<file path="src/rtl/jk_decade_if.sv">
// Signal bundle for the JK decade counter: reset/set qualifiers, /5 enable and the Q outputs.
// The TC output exists only when JK_DECADE_TC_EN is defined.
interface jk_decade_if;
  logic R01;
  logic R02;
  logic R91;
  logic R92;
  logic inputB;
  logic QA;
  logic QB;
  logic QC;
  logic QD;
`ifdef JK_DECADE_TC_EN
  logic TC;

  modport master (
    output R01, R02, R91, R92, inputB,
    input  QA, QB, QC, QD, TC
  );

  modport slave (
    input  R01, R02, R91, R92, inputB,
    output QA, QB, QC, QD, TC
  );
`else
  modport master (
    output R01, R02, R91, R92, inputB,
    input  QA, QB, QC, QD
  );

  modport slave (
    input  R01, R02, R91, R92, inputB,
    output QA, QB, QC, QD
  );
`endif
endinterface

</file>
<file path="src/rtl/jk_decade_counter.sv">
// 7490-style decade counter: QA is a /2 JK stage, QB..QD a /5 JK stage enabled by inputB,
// all clocked by inputA. Optional terminal-count output TC under JK_DECADE_TC_EN.
module jk_decade_counter #(
  parameter bit ACTIVE_FALLING = 1'b1
) (
  input logic       inputA,
  jk_decade_if.slave bus
);

  logic qa, qb, qc, qd;
  logic qa_nxt, qb_nxt, qc_nxt, qd_nxt;
  logic r0, r9;

  function automatic logic jk(input logic q, input logic j, input logic k);
    return (j & ~q) | (~k & q);
  endfunction

  assign r0 = bus.R01 & bus.R02;
  assign r9 = bus.R91 & bus.R92;

  always_comb begin
    qa_nxt = jk(qa, 1'b1, 1'b1);
    qb_nxt = qb;
    qc_nxt = qc;
    qd_nxt = qd;
    if (bus.inputB) begin
      // The plain 7490 equations send 101 to 010; force every illegal state to 000 instead.
      if (qd & (qc | qb)) begin
        qb_nxt = 1'b0;
        qc_nxt = 1'b0;
        qd_nxt = 1'b0;
      end else begin
        qb_nxt = jk(qb, ~qd, 1'b1);
        qc_nxt = jk(qc, qb, qb);
        qd_nxt = jk(qd, qb & qc, 1'b1);
      end
    end
  end

  generate
    if (ACTIVE_FALLING) begin : g_fall
      always_ff @(negedge inputA) begin
        if (r9) begin
          {qd, qc, qb, qa} <= 4'b1001;
        end else if (r0) begin
          {qd, qc, qb, qa} <= 4'b0000;
        end else begin
          {qd, qc, qb, qa} <= {qd_nxt, qc_nxt, qb_nxt, qa_nxt};
        end
      end
    end else begin : g_rise
      always_ff @(posedge inputA) begin
        if (r9) begin
          {qd, qc, qb, qa} <= 4'b1001;
        end else if (r0) begin
          {qd, qc, qb, qa} <= 4'b0000;
        end else begin
          {qd, qc, qb, qa} <= {qd_nxt, qc_nxt, qb_nxt, qa_nxt};
        end
      end
    end
  endgenerate

  assign bus.QA = qa;
  assign bus.QB = qb;
  assign bus.QC = qc;
  assign bus.QD = qd;

`ifdef JK_DECADE_TC_EN
  assign bus.TC = qd & qa & ~qc & ~qb;
`endif

endmodule

</file>
<file path="src/flat_wrapper.sv">
// flat-port wrapper written by rule: the top's interface ports become plain ports
module jk_decade_counter_flat 
#(
  parameter bit ACTIVE_FALLING = 1'b1
)
  (inputA, bus_R01, bus_R02, bus_R91, bus_R92, bus_inputB, bus_QA, bus_QB, bus_QC, bus_QD);
  jk_decade_if bus_i ();
  input logic inputA;
  input wire logic [$bits(bus_i.R01)-1:0] bus_R01;
  input wire logic [$bits(bus_i.R02)-1:0] bus_R02;
  input wire logic [$bits(bus_i.R91)-1:0] bus_R91;
  input wire logic [$bits(bus_i.R92)-1:0] bus_R92;
  input wire logic [$bits(bus_i.inputB)-1:0] bus_inputB;
  output wire logic [$bits(bus_i.QA)-1:0] bus_QA;
  output wire logic [$bits(bus_i.QB)-1:0] bus_QB;
  output wire logic [$bits(bus_i.QC)-1:0] bus_QC;
  output wire logic [$bits(bus_i.QD)-1:0] bus_QD;
  assign bus_i.R01 = bus_R01;
  assign bus_i.R02 = bus_R02;
  assign bus_i.R91 = bus_R91;
  assign bus_i.R92 = bus_R92;
  assign bus_i.inputB = bus_inputB;
  assign bus_QA = bus_i.QA;
  assign bus_QB = bus_i.QB;
  assign bus_QC = bus_i.QC;
  assign bus_QD = bus_i.QD;
  jk_decade_counter #(.ACTIVE_FALLING(ACTIVE_FALLING)) u_core (.inputA(inputA), .bus(bus_i));
endmodule
</file>
<file path="config.mk">
export PLATFORM = sky130hd
export DESIGN_NAME = jk_decade_counter_flat
export DESIGN_NICKNAME = d
export VERILOG_FILES = /design/src/rtl/jk_decade_if.sv /design/src/rtl/jk_decade_counter.sv /design/src/flat_wrapper.sv
export SDC_FILE = /design/constraint.sdc
export NUM_CORES = 1
export LEC_CHECK = 0
export CAP_MARGIN = 0
export CELL_PAD_IN_SITES_DETAIL_PLACEMENT = 0
export CELL_PAD_IN_SITES_GLOBAL_PLACEMENT = 1
export CORE_AREA = 2 2 39 41
export CTS_CLUSTER_DIAMETER = 200
export DETAILED_ROUTE_END_ITERATION = 8
export DIE_AREA = 0 0 41 43
export PLACE_DENSITY = 0.47
export SLEW_MARGIN = 20
export SYNTH_ARGS = -nofsm -noshare
export SYNTH_HDL_FRONTEND = slang
export SYNTH_SLANG_ARGS = --single-unit
</file>
<file path="constraint.sdc">
create_clock -name inputA -period 2.5 [get_ports inputA]
set_input_delay 0.75 -clock inputA [delete_from_list [all_inputs] [get_ports inputA]]
set_output_delay 0.75 -clock inputA [all_outputs]
set_load 0.005 [all_outputs]
</file>
==> flow_summary.toml <==
[run_status]
status = "finished with violations"
violations = "negative setup slack"

[place]
dpl.hpwl_um = 384
routabilityCongestion = 0.639
place_ws_ps = -485
port_buffers = 9

[worst_setup_path]
cp_slowest_cell = "dfxtp_2"
crit_arrival_ps = 1970
critPathMaxFanout = 2
critPathBufInv = 1
required_ps = 1750
crit_type = "reg -> out"
start_kind = "register"
cpPeakStageDelay_ps = 310
path_delay_family = "flip-flops"
cp_cell_sequence = "buf_2"
worstSetupEndpointType = "output pin"

[logic_synthesis]
synthAdderAreaFrac = 0.117
synth_warnings = 0
avgSynthCellArea_um2 = 9.30
synthSimpleGateAreaFrac = 0.216
synth_compound_area_frac = 0.222
synth_xor_area_frac = 0
synthMuxAreaShare = 0
synth_top_family_by_area = "compound AO/OA/AOI/OAI gates"
yosysSeqAreaShare = 0.374
synth_nets = 31
synth-seq-cells = 4
syn_inst = 23
synth.cell_area_um2 = 214
synth_cell_types = 14

[cts]
clock_latency_ps = 290
post-cts-setup-buffer-count = 0
clock_sinks = 4
cts_tree = "done"
cts_made_buffers = 3
cts_root_buf = "clkbuf_4"
hold_buffers = 0
clockBufferDepth = 2
clkTransAtPathRegs_ps = 40
cts-htree-levels = 1

[power]
p_leak_uw = 0.000196
p_switching_uw = 63.6
power.density_nw_per_um2 = 595
pwr-share-clk = 0.446
netSwitchingFraction = 0.277
total_power_uw = 229
p_comb_frac = 0.219
vdd.ir_drop.worst_mv = 0.183
intPower_uw = 166
power_frac_seq = 0.335

[floorplanning]
die_h_um = 43
start_util = 0.155
coreArea_um2 = 1380
top_level_ports = 10
die_w_um = 41
die-area_um2 = 1760
rows = 14

[final_layout]
drive_above_1_share = 0.439
nets = 51
final_cell_mix = "inv_1 (7), dfxtp_2 (4)"
n_antenna_cell = 0
fin_util = 0.278
layout_commonest_cell = "inv_1"
area_growth_pct = 80.1

[global_route]
grt_use_total = 0.0763
overflow = 0
antenna_found_initial = 0
grt_max_degree = 5
grt_pass1_vias = 256
grt_pass1_wl_um = 821

[route]
vias = 218
drt_iter0_drc = 2
dr_wl_met2_um = 212
finalWirelength_um = 483
met3WireLength_um = 44
viasPerCell = 3.82
wl_per_cell_um = 8.47
drcViolationCount = 0
wl_met1_um = 226
ant_nets = 0
top_layer_used = "met3"
dr.pass1.iters = 4

[sta]
hold_violations = 0
slew_violations = 0
finalSetupViolCount = 4
max_slew.worst_pin.slew_ps = 168
maxSlewHeadroom = 0.888
hold_slack_ps = 428
clock_skew_ps = 3.33
fin_setup_tns_ps = -827
grt_setup_unrepaired = "yes"
fin_ws_ps = -216

[worst_hold_path]
hold_class = "reg -> reg"

[flow_run]
timing.max_cap.violations = 0
## worst paths after layout
check	slack, ps	depth (start not counted)	start	endpoint
max reg2reg	1350	5	u_core.bus.QB	u_core.bus.QC
min	430	1	u_core.bus.QA	u_core.bus.QA
max	-220	1	u_core.bus.QA	bus_QA
min reg2reg	430	1	u_core.bus.QA	u_core.bus.QA
## per-layer routing
metal	GRT usage	up-vias
met1	0.0740	94
li1	-	114
met3	0.0314	0
met5	0	-
met4	0.113	0
met2	0.0938	10
## cells by family (layout without fill, tap and decap cells)
| kind of cell | Yosys count | after routing |
|---|---|---|
| fa+ha+maj | 2 | 2 |
| flops | 4 | 4 |
| simple gates | 7 | 7 |
| compound gates | 6 | 6 |
| buf+inv | 4 | 22 |
## state kept, by name (all words and copies together), names as in the netlist
name,flops
u_core.bus.QC,1
u_core.bus.QD,1
u_core.bus.QA,1
u_core.bus.QB,1
## layout make-up
type,instances,area [um2]
tap,16,20.0
sequential,4,85.1
inverter,3,11.3
clock buffer,3,22.5
fill,161,998
multi-input combinational,15,121
timing repair buffer,12,110
clock inverter,4,15.0
## Yosys cell counts
cell      n  area share
o21ai_0   1       0.023
ha_1      2        0.12
a221oi_2  1       0.070
nor3b_2   1       0.058
and3b_1   1       0.041
dfxtp_1   4        0.37
a21oi_1   2       0.047
and2_1    1       0.029
o21ai_1   1       0.023
nand2b_1  1       0.029
a211oi_2  1       0.058
inv_1     4       0.070
nand2_1   2       0.035
nand3_1   1       0.023
## power groups by stage
stage | Combinational (uW) | Clock, uW | Sequential [uW]
after floorplan | 16.4 | 12.5 | 78.6
final | 50.2 | 102 | 76.7
after global placement | 53.2 | 12.5 | 75.0
after detailed placement | 53.3 | 12.5 | 75.3
after global routing | 55.6 | 112 | 78.0
after CTS | 46.4 | 109 | 75.9
## per-stage QoR
step                      cell area (um2)  cells
after floorplan                       214     23
after global placement                347     51
after detailed placement              347     51
after CTS                             363     57
after global routing                  385     57
final                                 385     57
## repair_timing
item	CTS	global route
gates resized for setup	25	5
endpoints found under the setup margin	8	8
pin swaps	3	0
gates cloned	0	0
Note: power is estimated with default switching activity, not from simulation.
